$ cat config.mk
export PLATFORM = sky130hd
export DESIGN_NAME = pipeline_ctrl
export DESIGN_NICKNAME = d
export VERILOG_FILES = /design/src/rtl/pipeline_ctrl_pkg.sv /design/src/rtl/pipeline_ctrl_sat_counter.sv /design/src/rtl/pipeline_ctrl.sv
export SDC_FILE = /design/constraint.sdc
export NUM_CORES = 1
export LEC_CHECK = 0
export BUFFER_PORTS_ARGS = -buffer_cell sky130_fd_sc_hd__buf_2
export CORE_MARGIN = 1
export CORE_UTILIZATION = 25
export DETAILED_ROUTE_END_ITERATION = 10
export HOLD_SLACK_MARGIN = 0.12
export PLACE_DENSITY_LB_ADDON = 0.08
export SLEW_MARGIN = 20
export SYNTH_ARGS = -nofsm -noshare
export SYNTH_HDL_FRONTEND = slang
export SYNTH_SLANG_ARGS = --single-unit
$ cat constraint.sdc
create_clock -name clk -period 3.4 [get_ports clk]
set_input_delay 0.34 -clock clk [delete_from_list [all_inputs] [get_ports clk]]
set_output_delay 0.34 -clock clk [all_outputs]
set_load 0.005 [all_outputs]
$ cat src/rtl/pipeline_ctrl_pkg.sv
// Shared types for the pipeline hazard sequencer: FSM states, the packed
// stage-control bundle and the fixed control patterns it drives.
package pipeline_ctrl_pkg;

  localparam int unsigned REG_W = 32;

  localparam logic PC_STOP_ENABLE  = 1'b1;
  localparam logic PC_STOP_DISABLE = 1'b0;

  typedef enum logic [1:0] {
    CTRL_BOOT     = 2'd0,
    CTRL_RUN      = 2'd1,
    CTRL_MEM_WAIT = 2'd2
  } ctrl_state_e;

  typedef struct packed {
    logic pc_stall;
    logic fd_stall;
    logic fd_flush;
    logic de_stall;
    logic de_flush;
    logic em_stall;
    logic mw_flush;
    logic pc_sel;
  } ctrl_t;

  localparam ctrl_t OUT_BOOT     = 8'b1010_1000;
  localparam ctrl_t OUT_FREEZE   = 8'b1101_0110;
  localparam ctrl_t OUT_REDIRECT = 8'b0010_1001;

  // Lowest-priority hazards: load-use bubble, then fetch not ready.
  function automatic ctrl_t hazard_ctl(input logic load_use, input logic imem_ready);
    ctrl_t c;
    c = '0;
    if (load_use == PC_STOP_ENABLE) begin
      c.pc_stall = 1'b1;
      c.fd_stall = 1'b1;
      c.de_flush = 1'b1;
    end else if (!imem_ready) begin
      c.pc_stall = 1'b1;
      c.fd_flush = 1'b1;
    end
    return c;
  endfunction

endpackage

$ cat src/rtl/pipeline_ctrl_sat_counter.sv
// Saturating up-counter with asynchronous active-high reset; holds at all-ones.
module sat_counter #(
  parameter int unsigned W = 16
) (
  input  logic         clk,
  input  logic         rst,
  input  logic         inc,
  output logic [W-1:0] count
);

  always_ff @(posedge clk or posedge rst) begin
    if (rst) begin
      count <= '0;
    end else if (inc && (count != '1)) begin
      count <= count + 1'b1;
    end
  end

endmodule

$ cat src/rtl/pipeline_ctrl.sv
// Central hazard sequencer: turns load-use, redirect, data-memory and fetch
// status into per-stage stall/flush controls and the PC redirect select.
module pipeline_ctrl
  import pipeline_ctrl_pkg::*;
#(
  parameter int unsigned BOOT_CYCLES = 2,
  parameter int unsigned TIMEOUT     = 255,
  parameter int unsigned CNT_W       = 16
) (
  input  logic             clk,
  input  logic             rst,
  input  logic             load_use_i,
  input  logic             redirect_i,
  input  logic [REG_W-1:0] redirect_pc_i,
  input  logic             mem_req_i,
  input  logic             mem_ready_i,
  input  logic             imem_ready_i,
  output logic             pc_stall_o,
  output logic             fd_stall_o,
  output logic             fd_flush_o,
  output logic             de_stall_o,
  output logic             de_flush_o,
  output logic             em_stall_o,
  output logic             mw_flush_o,
  output logic             pc_sel_o,
  output logic [REG_W-1:0] pc_target_o,
  output logic             mem_timeout_o,
  output logic [CNT_W-1:0] stall_cnt_o,
  output logic [CNT_W-1:0] flush_cnt_o
);

  localparam int unsigned BW = $clog2(BOOT_CYCLES + 1) + 1;
  localparam int unsigned WW = $clog2(TIMEOUT + 1) + 1;

  ctrl_state_e      state, state_nxt;
  logic [BW-1:0]    boot_cnt;
  logic [WW-1:0]    wait_cnt;
  logic [WW-1:0]    wait_cnt_inc;
  logic             pend;
  logic [REG_W-1:0] pend_pc;
  logic             boot_last;
  logic             pend_set, pend_clr, wait_inc, wait_clr;
  logic             stall_inc, flush_inc;
  ctrl_t            ctl;
  logic [REG_W-1:0] target;

  assign boot_last    = (boot_cnt == BW'(BOOT_CYCLES - 1));
  assign wait_cnt_inc = wait_cnt + 1'b1;

  always_ff @(posedge clk or posedge rst) begin
    if (rst) begin
      state         <= (BOOT_CYCLES == 0) ? CTRL_RUN : CTRL_BOOT;
      boot_cnt      <= '0;
      wait_cnt      <= '0;
      pend          <= 1'b0;
      pend_pc       <= '0;
      mem_timeout_o <= 1'b0;
    end else begin
      state <= state_nxt;
      if (state == CTRL_BOOT) begin
        boot_cnt <= boot_cnt + 1'b1;
      end
      if (pend_set) begin
        pend    <= 1'b1;
        pend_pc <= redirect_pc_i;
      end else if (pend_clr) begin
        pend <= 1'b0;
      end
      if (wait_clr) begin
        wait_cnt <= '0;
      end else if (wait_inc && (wait_cnt != WW'(TIMEOUT))) begin
        wait_cnt <= wait_cnt_inc;
      end
      if (wait_inc && (wait_cnt_inc >= WW'(TIMEOUT))) begin
        mem_timeout_o <= 1'b1;
      end
    end
  end

  always_comb begin
    ctl       = '0;
    target    = '0;
    state_nxt = state;
    pend_set  = 1'b0;
    pend_clr  = 1'b0;
    wait_inc  = 1'b0;
    wait_clr  = 1'b0;
    unique case (state)
      CTRL_BOOT: begin
        ctl = OUT_BOOT;
        if (boot_last) state_nxt = CTRL_RUN;
      end
      CTRL_RUN: begin
        if (mem_req_i && !mem_ready_i) begin
          ctl       = OUT_FREEZE;
          state_nxt = CTRL_MEM_WAIT;
          pend_set  = redirect_i;
        end else if (redirect_i) begin
          ctl    = OUT_REDIRECT;
          target = redirect_pc_i;
        end else begin
          ctl = hazard_ctl(load_use_i, imem_ready_i);
        end
      end
      CTRL_MEM_WAIT: begin
        if (!mem_ready_i) begin
          ctl      = OUT_FREEZE;
          wait_inc = 1'b1;
          pend_set = redirect_i && !pend;
        end else begin
          state_nxt = CTRL_RUN;
          wait_clr  = 1'b1;
          pend_clr  = 1'b1;
          if (pend || redirect_i) begin
            ctl    = OUT_REDIRECT;
            target = pend ? pend_pc : redirect_pc_i;
          end else begin
            ctl = hazard_ctl(load_use_i, imem_ready_i);
          end
        end
      end
      default: state_nxt = CTRL_BOOT;
    endcase
    // Reset drives the boot pattern even when BOOT_CYCLES=0 resets straight into RUN.
    if (rst) begin
      ctl    = OUT_BOOT;
      target = '0;
    end
  end

  assign pc_stall_o  = ctl.pc_stall;
  assign fd_stall_o  = ctl.fd_stall;
  assign fd_flush_o  = ctl.fd_flush;
  assign de_stall_o  = ctl.de_stall;
  assign de_flush_o  = ctl.de_flush;
  assign em_stall_o  = ctl.em_stall;
  assign mw_flush_o  = ctl.mw_flush;
  assign pc_sel_o    = ctl.pc_sel;
  assign pc_target_o = target;

  assign stall_inc = ctl.pc_stall && (state != CTRL_BOOT);
  assign flush_inc = ctl.pc_sel;

  sat_counter #(.W(CNT_W)) u_stall_cnt (
    .clk   (clk),
    .rst   (rst),
    .inc   (stall_inc),
    .count (stall_cnt_o)
  );

  sat_counter #(.W(CNT_W)) u_flush_cnt (
    .clk   (clk),
    .rst   (rst),
    .inc   (flush_inc),
    .count (flush_cnt_o)
  );

endmodule

==> metrics.md, run 1 <==
| Metric | Value |
|---|---|
| WP depth | `9` |
| GRT Total Usage | `0.134` |
| Async SR Flop Fraction | `1.00` |
| Total power | `0.00368 W` |
| Adder-cell area share of the yosys netlist | `0.0316` |
| Layout Utilization | `0.322` |
| M1 WL | `5480 um` |
| Hpwl dp | `8000 um` |
| Placed Instance Area | `5100 um^2` |
| Mapped Area | `4350 um^2` |
| Ports | `112` |
| FP Rows | `47` |
| Worst-margin pin slew | `618 ps` |
| Cell Pwr Density | `680 nW/um^2` |
| Outcome | `complete, no violations` |
| Most frequent cell after synthesis | `dfrtp_1` |
| Unrepaired setup endpoints after global routing | `false` |
| Wire per inst | `15.4 um` |
| DRC viols | `0` |
| ANT nets after route | `0` |
| Post-synth EDFFs | `0` |
| Uppermost layer routed | `met4` |
| Worst setup path endpoint | `pc_target_o[2]` |
| Setup Viol. Count Final | `0` |
| Post-Syn Instances | `426` |
| Area leader, netlist | `dfrtp_1` |
| Leak | `2.50 nW` |
| Die height | `134 um` |
| Worst-path cell chain | `inv_1 -> ha_1 -> nand2_2 -> o2bb2ai_1 -> and2_1 -> buf_4 -> a22oi_1 -> nor2_1 -> buf_2` |
| VDD IR max | `0.277 mV` |
| Final WL | `11600 um` |
| Sequential area share after synthesis | `0.460` |
| Min-delay worst type | `in2async` |
| Core ar. | `16800 um^2` |
| Clock root buffer | `clkbuf_16` |
| Library cells used by synthesis | `51` |
| Synth Area in Compound Gates | `0.128` |
| Synth-to-layout area growth | `24.2%` |
| Hold_buf cts | `0` |
| Synth Area in Simple Gates | `0.180` |
| Most common library cells after synthesis | `80 x dfrtp_1, 61 x nor2_1, 32 x a22oi_1` |
| Yosys Warn Count | `0` |
| Type of the worst setup path | `reg2out` |
| Yosys top cell area share | `0.460` |
| CTS tree | `built` |
| CP top delay family | `buffers and inverters` |
| Share of cells above drive strength 1 | `0.328` |
| PostCTS Resize Cnt | `0` |
| Post-CTS repair timing setup buffer count | `0` |
| Nets | `579` |
| #FFs+latches synth | `80` |
| Combinational family with the most area after synthesis | `simple AND/OR/NAND/NOR gates` |
| Total CTS buffers | `9` |
| Inserted Diodes | `0` |
| CP Data Required Time | `3060 ps` |
| Worst R2R Path Depth | `7` |
| Mux contribution to synthesized area | `0.0879` |
| First-pass GRT wire length | `18600 um` |
| Post-route minimum period | `2800 ps` |
| Iteration-0 DRC Markers | `153` |
| H-tree depth | `3` |
| FF-to-FF setup slack | `1000 ps` |
| Primary flip-flop cell chosen by synthesis mapping | `dfrtp_1` |
| Fin crit share | `0.823` |
| Initial antenna violation count | `0` |
| Die area | `17900 um^2` |
| Slowest cell on crit path | `dfrtp_1` |
| Routability Congestion | `0.769` |
| Clock transition at the registers of the reported paths | `60 ps` |
| Fin. Hold Viols | `0` |
| DIE WIDTH | `134 um` |
| Reg2reg end | `pend_pc[12]` |
| Routed wl met3 | `417 um` |
| Port Buffer Count | `111` |
| Crit path from | `state[0]` |
| Max-slew violation count | `0` |
| Crit path buf inv count | `3` |
| Syn_area_per_cell | `10.2 um^2` |
| Critical Path Start Type | `flip-flop` |
| Total congestion overflow | `0` |
| Setup crit end kind | `output port` |
| Final instance area | `5410 um^2` |
| Synth Area in XOR/XNOR | `0.0684` |
| Vias per cell | `4.66` |
| Clock Tree Buf Depth | `2` |
| Starting Density | `0.259` |
| Pre-antenna DRT Iters | `4` |
| CP max FO | `32` |
| Mapped Nets | `476` |
| Slowest stage delay, CP | `400 ps` |
| Vias in the first global route | `3515` |
| Max-slew headroom | `0.588` |
| Setup TNS Final | `0 ps` |
| Final Skew | `5.08 ps` |
| RR Startpoint | `state[0]` |
| Max Cap Viol | `0` |
| Arr. time, crit path | `2460 ps` |
| Routed wl met2 | `5500 um` |
| Pin count of the biggest net entering global routing | `47` |
| Highest clock rate | `357 MHz` |
| CTS Sinks | `80` |
| Worst skew pair latency | `340 ps` |
| Largest cells by area after synthesis | `dfrtp_1 46%, mux2_2 6.7%, a22oi_1 5.5%, nor2_1 5.3%, xor2_1 5.2%` |
| Vias | `3508` |
-- cell usage in the layout, fill, tap and decap left out, types with 11 or more instances in the layout --
master / instances
buf_2: 111
dfrtp_1: 80
nor2_1: 61
a22oi_1: 32
mux2_2: 26
xor2_1: 26
nand2_1: 19
o21ai_0: 18
nand3_1: 17
inv_1: 14
ha_1: 11
-- how the worst min path moves through the flow --
stage	startpoint	cells past startpoint	endpoint	slack (ps)
6_report	rst	3	pend_pc[22]	180
3_5_place_dp	boot_cnt[2]	1	boot_cnt[2]	460
3_3_place_gp	boot_cnt[2]	1	boot_cnt[2]	460
4_1_cts	rst	3	pend_pc[22]	200
5_1_grt	redirect_pc_i[6]	2	pend_pc[6]	230
2_1_floorplan	boot_cnt[2]	1	boot_cnt[2]	440
-- layout make-up --
class | instances | area [um^2]
clock buffers | 12 | 267
clock inverters | 3 | 40.0
fillers | 1802 | 11400
inverters | 15 | 57.6
multi-input cells | 306 | 2170
flip-flops and latches | 80 | 2000
well taps | 220 | 275
repair buffers | 117 | 601
-- worst register-to-register path, cell delays in order (launching register included) --
cell and delay (ps):
dfrtp_1 400, inv_1 100, ha_1 340, a21oi_1 70
or2_1 310, a211oi_4 210, buf_4 440, mux2_2 420
-- metrics by stage --
stage | hold slack (ps) | setup WS [ps] | cells
floorplan | 437 | 215 | 426
global placement | 458 | 971 | 738
detailed placement | 461 | 952 | 738
CTS | 203 | 572 | 753
global route | 234 | 385 | 753
finish | 180 | 600 | 753
-- kinds of logic after synthesis --
group / count (synthesis)
XOR/XNOR: 34
adder cells (fa/ha/maj): 11
buffers and inverters: 40
flip-flops: 80
multiplexers: 34
AO/OA/AOI/OAI: 76
AND/OR/NAND/NOR: 151
-- state kept, by name, indices dropped and copies added, names as in the netlist --
name               flops
boot_cnt               3
mem_timeout_o          1
pend                   1
pend_pc               32
state                  2
u_flush_cnt.count     16
u_stall_cnt.count     16
wait_cnt               9
-- metal layers --
metal	vias up	GRT usage
met5	-	0
met4	0	0.0669
met3	10	0.0242
met2	78	0.220
met1	1720	0.168
li1	1700	-
-- report_power, final --
part	switching [W]	total (W)	internal, W
logic	0.000652	0.00117	0.000520
registers	0.000240	0.00150	0.00126
clock network	0.000384	0.00101	0.000622
No activity file was read; power rests on OpenSTA's default activity.
==> inputs of run 2 (changes only) <==
==> constraint.sdc (replaced) <==
create_clock -name clk -period 2.6 [get_ports clk]
set_input_delay 0.26 -clock clk [delete_from_list [all_inputs] [get_ports clk]]
set_output_delay 0.26 -clock clk [all_outputs]
set_load 0.005 [all_outputs]
==> run 2 against run 1 <==
- die area is the same
- sequential cell count stayed put
- global-route usage is 0.16 points lower
- wire length is 1.4% lower
- final cell count up 1.3%
- worst setup slack got worse by 440 ps
- core utilization is 0.79 points higher
- clock skew rose by 0.75 ps
- sequential power increased by 31%
- highest routed layer is now met5
==> metrics.md, run 2 (same netlist as run 1, synthesis figures left out) <==
| Metric | Value |
|---|---|
| Cell Pwr Density | `884 nW/um^2` |
| Arr. time, crit path | `2180 ps` |
| Setup Viol. Count Final | `0` |
| Total CTS buffers | `9` |
| Critical Path Start Type | `flip-flop` |
| CP Data Required Time | `2340 ps` |
| Worst R2R Path Depth | `6` |
| Final WL | `11500 um` |
| Reg2reg end | `wait_cnt[5]` |
| Worst-path cell chain | `inv_1 -> ha_2 -> a21oi_1 -> or2_1 -> o31ai_1 -> nor2_1 -> o21ai_0 -> buf_2` |
| Hpwl dp | `7900 um` |
| First-pass GRT wire length | `18400 um` |
| Inserted Diodes | `0` |
| Cell Int Power | `0.00321 W` |
| Final Skew | `5.83 ps` |
| Nets | `588` |
| Net Sw Frac | `0.344` |
| Share of cells above drive strength 1 | `0.343` |
| Placed Instance Area | `5180 um^2` |
| H-tree depth | `3` |
| Highest clock rate | `410 MHz` |
| Core ar. | `16800 um^2` |
| Unrepaired setup endpoints after global routing | `false` |
| Largest registers | `pend_pc (32), u_flush_cnt.count (16), u_stall_cnt.count (16)` |
| DIE WIDTH | `134 um` |
| Filler cell count | `1813` |
| Fin crit share | `0.939` |
| WP depth | `8` |
| Final instance area | `5540 um^2` |
| GRT Total Usage | `0.132` |
| Die area | `17900 um^2` |
| Most frequent cells in the layout | `111 x buf_2, 80 x dfrtp_1, 61 x nor2_1` |
| Layout Utilization | `0.329` |
| Post-CTS repair timing setup buffer count | `0` |
| Ports | `112` |
| CTS tree | `built` |
| Vias in the first global route | `3534` |
| Vias per cell | `4.67` |
| Wire per inst | `15.0 um` |
| DRC viols | `0` |
| Fin. Hold Viols | `0` |
| Max Cap Viol | `0` |
| FP Rows | `47` |
| Max-slew violation count | `0` |
| Final Worst Setup Slack | `160 ps` |
| RR Startpoint | `wait_cnt[0]` |
| Post-route minimum period | `2440 ps` |
| Min-delay worst type | `in2reg` |
| Setup TNS Final | `0 ps` |
| VDD IR max | `0.412 mV` |
| CP max FO | `8` |
| Hold Crit Depth | `2` |
| CTS Sinks | `80` |
| Commonest non-fill, non-tap cell in the layout | `buf_2` |
| Worst setup path endpoint | `pc_stall_o` |
| Starting Density | `0.259` |
| Iteration-0 DRC Markers | `157` |
| Seq pwr share | `0.400` |
| ANT nets after route | `0` |
| Clock group share of total power | `0.265` |
| Combinational share of power | `0.335` |
| Pre-antenna DRT Iters | `4` |
| Leak | `2.55 nW` |
| Clock Tree Buf Depth | `2` |
| Vias | `3566` |
| Worst skew pair latency | `340 ps` |
| Port Buffer Count | `111` |
| Initial antenna violation count | `1` |
| Crit path buf inv count | `2` |
| Clock transition at the registers of the reported paths | `60 ps` |
| FF-to-FF setup slack | `320 ps` |
| Slowest cell on crit path | `dfrtp_1` |
| Clock root buffer | `clkbuf_16` |
| Setup crit end kind | `output port` |
| Routability Congestion | `0.778` |
| Most flops, register | `pend_pc` |
| Area of the multi-input gates | `2190 um^2` |
| Slowest stage delay, CP | `430 ps` |
| Dpl ws | `305 ps` |
| Synth-to-layout area growth | `27.2%` |
| Outcome | `complete, no violations` |
| Max-slew headroom | `0.623` |
| Total power | `0.00490 W` |
| Die height | `134 um` |
| Reg area | `2000 um^2` |
| CP top delay family | `compound AO/OA/AOI/OAI gates` |
| Crit path from | `state[1]` |
| Psw | `0.00169 W` |
| Largest register FFs | `32` |
| Total congestion overflow | `0` |
| Worst-margin pin slew | `566 ps` |
| Pin count of the biggest net entering global routing | `42` |
| Type of the worst setup path | `reg2out` |
## run 2: cell count changes in the layout (fill, tap and decap cells not counted), moves of 2 or more
cell,previous run,this run
buf_12,0,2
clkbuf_1,0,2
buf_4,6,11
ha_1,11,9
## run 2: metrics by stage
step | hold WS (ps) | std cells
after global placement | 381 | 745
after global routing | 143 | 763
after CTS | 138 | 762
after floorplan | 395 | 426
after detailed placement | 385 | 745
final | 153 | 763
## run 2: worst min path at each step
stage | startpoint | to | slack (ps)
floorplan | redirect_pc_i[0] | pend_pc[0] | 390
global placement | rst | u_stall_cnt.count[6] | 380
detailed placement | rst | wait_cnt[6] | 390
CTS | redirect_pc_i[0] | pend_pc[0] | 140
global route | redirect_pc_i[22] | pend_pc[22] | 140
finish | redirect_pc_i[0] | pend_pc[0] | 150
## run 2: area by class of cell
class,count,share of cell area
clock inverter,3,0.00723
sequential,80,0.361
multi-input combinational,306,0.395
inverter,15,0.0108
tap,220,0.0497
clock buffer,13,0.0470
timing repair buffer,126,0.129
## run 2: layer usage
metal / GRT usage / vias to the layer above / part of all wire
met2: 0.214 / 75 / 0.48
met4: 0.0499 / 2 / 0.017
met1: 0.160 / 1747 / 0.45
li1: - / 1727 / -
met3: 0.0469 / 15 / 0.058
met5: 0 / - / 0.0016
## run 2: repair_timing
item / CTS / global route
gates resized for setup: 1 / 6
cloned: 0 / 1
hold endpoints to repair: 39 / 0
setup endpoints to repair: 9 / 33
hold buffers: 1 / 0
## run 2: power groups by stage
| stage | combinational, W | sequential [W] | clock, W |
|---|---|---|---|
| global placement | 0.00159 | 0.00196 | 0 |
| global route | 0.00185 | 0.00203 | 0.00141 |
| finish | 0.00164 | 0.00196 | 0.00130 |
| floorplan | 0.00111 | 0.00191 | 0 |
| detailed placement | 0.00161 | 0.00198 | 0 |
| CTS | 0.00162 | 0.00196 | 0.00136 |
==> inputs of run 3 (changes only) <==
--- a/config.mk
+++ b/config.mk
@@ -9,6 +9,7 @@
 export CORE_MARGIN = 1
 export CORE_UTILIZATION = 25
 export DETAILED_ROUTE_END_ITERATION = 10
+export GPL_TIMING_DRIVEN = 0
 export HOLD_SLACK_MARGIN = 0.12
 export PLACE_DENSITY_LB_ADDON = 0.08
 export SLEW_MARGIN = 20
==> run 3 against run 2 <==
- hold slack better by 5.6 ps
- sequential cell count is the same
- sequential power about the same
- sequential share of layout area is 0.38 points lower
- cell area is 1.1% higher
- clock power decreased by 6%
- core utilization is 0.35 points higher
- global-route usage is 0.45 points higher
- first-iteration DRC count is 1.3% higher
- fmax decreased by 0.27%
- non-clock buffer count is 13 higher
==> metrics.md, run 3 (same netlist as run 1, synthesis figures left out) <==
| Metric | Value |
|---|---|
| Reg area | `2000 um^2` |
| Worst R2R Path Depth | `9` |
| Outcome | `complete, no violations` |
| Total congestion overflow | `0` |
| Nets | `601` |
| Die height | `134 um` |
| Setup Viol. Count Final | `0` |
| Final WL | `11400 um` |
| H-tree depth | `3` |
| Slowest cell on crit path | `dfrtp_1` |
| Hold Crit Depth | `2` |
| Post-route minimum period | `2450 ps` |
| Initial antenna violation count | `0` |
| Slowest stage delay, CP | `370 ps` |
| Routability Congestion | `0.808` |
| HP Start | `redirect_pc_i[31]` |
| Hpwl dp | `8360 um` |
| Cell Int Power | `0.00311 W` |
| Starting Density | `0.259` |
| Post-CTS repair timing setup buffer count | `0` |
| GRT Total Usage | `0.137` |
| Largest register FFs | `32` |
| Total CTS buffers | `9` |
| Clock Tree Buf Depth | `2` |
| Reg2reg end | `pend_pc[22]` |
| Inserted Diodes | `0` |
| Wire per inst | `14.7 um` |
| CP Data Required Time | `2340 ps` |
| VDD IR max | `0.467 mV` |
| Unrepaired setup endpoints after global routing | `false` |
| Iteration-0 DRC Markers | `159` |
| Max Cap Viol | `0` |
| Area of the multi-input gates | `2180 um^2` |
| FP Rows | `47` |
| Dpl cells | `759` |
| Core ar. | `16800 um^2` |
| Type of the worst setup path | `reg2out` |
| First-pass GRT wire length | `19100 um` |
| Final Worst Setup Slack | `153 ps` |
| ANT nets after route | `0` |
| Max-slew headroom | `0.526` |
| Final Skew | `10.8 ps` |
| WHS Endpoint | `pend_pc[31]` |
| Pin count of the biggest net entering global routing | `32` |
| Highest clock rate | `409 MHz` |
| Vias per cell | `4.58` |
| Die area | `17900 um^2` |
| Worst-margin pin slew | `709 ps` |
| Combinational share of power | `0.339` |
| CTS Sinks | `80` |
| Pre-antenna DRT Iters | `4` |
| Synth-to-layout area growth | `28.6%` |
| Dpl ws | `33.2 ps` |
| Fin. Hold Viols | `0` |
| RR Startpoint | `state[1]` |
| Setup TNS Final | `0 ps` |
| Final instance area | `5600 um^2` |
| Hold_ws | `158 ps` |
| Setup crit end kind | `output port` |
| Final std cells w/o fill | `776` |
| Net Sw Frac | `0.354` |
| Arr. time, crit path | `2190 ps` |
| Seq pwr share | `0.406` |
| Vias in the first global route | `3578` |
| Max-slew violation count | `0` |
| Clock group share of total power | `0.254` |
| CTS tree | `built` |
| Port Buffer Count | `110` |
| Worst skew pair latency | `340 ps` |
| Fin crit share | `0.941` |
| Clock transition at the registers of the reported paths | `60 ps` |
| Psw | `0.00170 W` |
| Commonest non-fill, non-tap cell in the layout | `buf_2` |
| Filler cell count | `1825` |
| Most flops, register | `pend_pc` |
| Ports | `112` |
| Critical Path Start Type | `flip-flop` |
| FF-to-FF setup slack | `260 ps` |
| CP max FO | `9` |
| Largest registers | `pend_pc (32), u_flush_cnt.count (16), u_stall_cnt.count (16)` |
| Worst-path cell chain | `inv_1 -> ha_1 -> buf_4 -> and3_2 -> or3_1 -> a21oi_1 -> o21ai_0 -> buf_2` |
| Vias | `3556` |
| Clock root buffer | `clkbuf_16` |
| Most frequent cells in the layout | `112 x buf_2, 80 x dfrtp_1, 61 x nor2_1` |
| Placed Instance Area | `5250 um^2` |
| DRC viols | `0` |
| DIE WIDTH | `134 um` |
| Cell Pwr Density | `858 nW/um^2` |
| Min-delay worst type | `in2reg` |
| Leak | `2.61 nW` |
| Share of cells above drive strength 1 | `0.354` |
[run 3: worst max-delay path, delay by kind of cell, from the launching register on]
family | cells | cell delay (ps)
buffers and inverters | 3 | 400
AOI/OAI and AO/OA | 2 | 280
and+or+nand+nor | 2 | 600
DFF | 1 | 370
adders and majority gates | 1 | 190
[run 3: what timing repair did]
| action | in CTS | in global routing |
|---|---|---|
| pin swaps | 0 | 1 |
| endpoints found under the setup margin | 32 | 34 |
| resized for setup | 10 | 16 |
| hold buffers | 3 | 0 |
| hold endpoints to repair | 14 | 0 |
[run 3: how the worst max path moves through the flow]
stage | startpoint | endpoint | cells past startpoint
2_1_floorplan | rst | pc_target_o[10] | 4
3_3_place_gp | rst | pc_target_o[18] | 6
3_5_place_dp | state[0] | pc_target_o[5] | 11
4_1_cts | rst | pc_target_o[18] | 9
5_1_grt | state[0] | pc_target_o[18] | 8
6_report | state[0] | de_flush_o | 8
[run 3: area by class of cell]
cell class                 count  share of cell area
multi-input combinational    306               0.389
sequential                    80               0.358
timing repair buffer         116               0.115
tap                          220              0.0492
clock buffer                  11              0.0451
buffer                        23              0.0275
inverter                      15              0.0107
clock inverter                 5             0.00559
[run 3: power groups by stage]
stage | sequential [W] | combinational [W] | clock [W]
final | 0.00195 | 0.00163 | 0.00122
after global routing | 0.00203 | 0.00185 | 0.00133
after CTS | 0.00195 | 0.00163 | 0.00128
after detailed placement | 0.00197 | 0.00162 | 0
after global placement | 0.00196 | 0.00158 | 0
after floorplan | 0.00191 | 0.00111 | 0
[run 3: stage by stage]
step | util | total power (W)
floorplan | - | 0.00303
global placement | 0.308 | 0.00354
detailed placement | 0.312 | 0.00359
CTS | 0.331 | 0.00486
global route | 0.333 | 0.00520
finish | 0.333 | 0.00481
[run 3: metal layers]
layer	wire length, um	GRT usage
met2	5330	0.217
met1	5260	0.174
met4	95	0.0341
met3	728	0.0514
met5	0	0
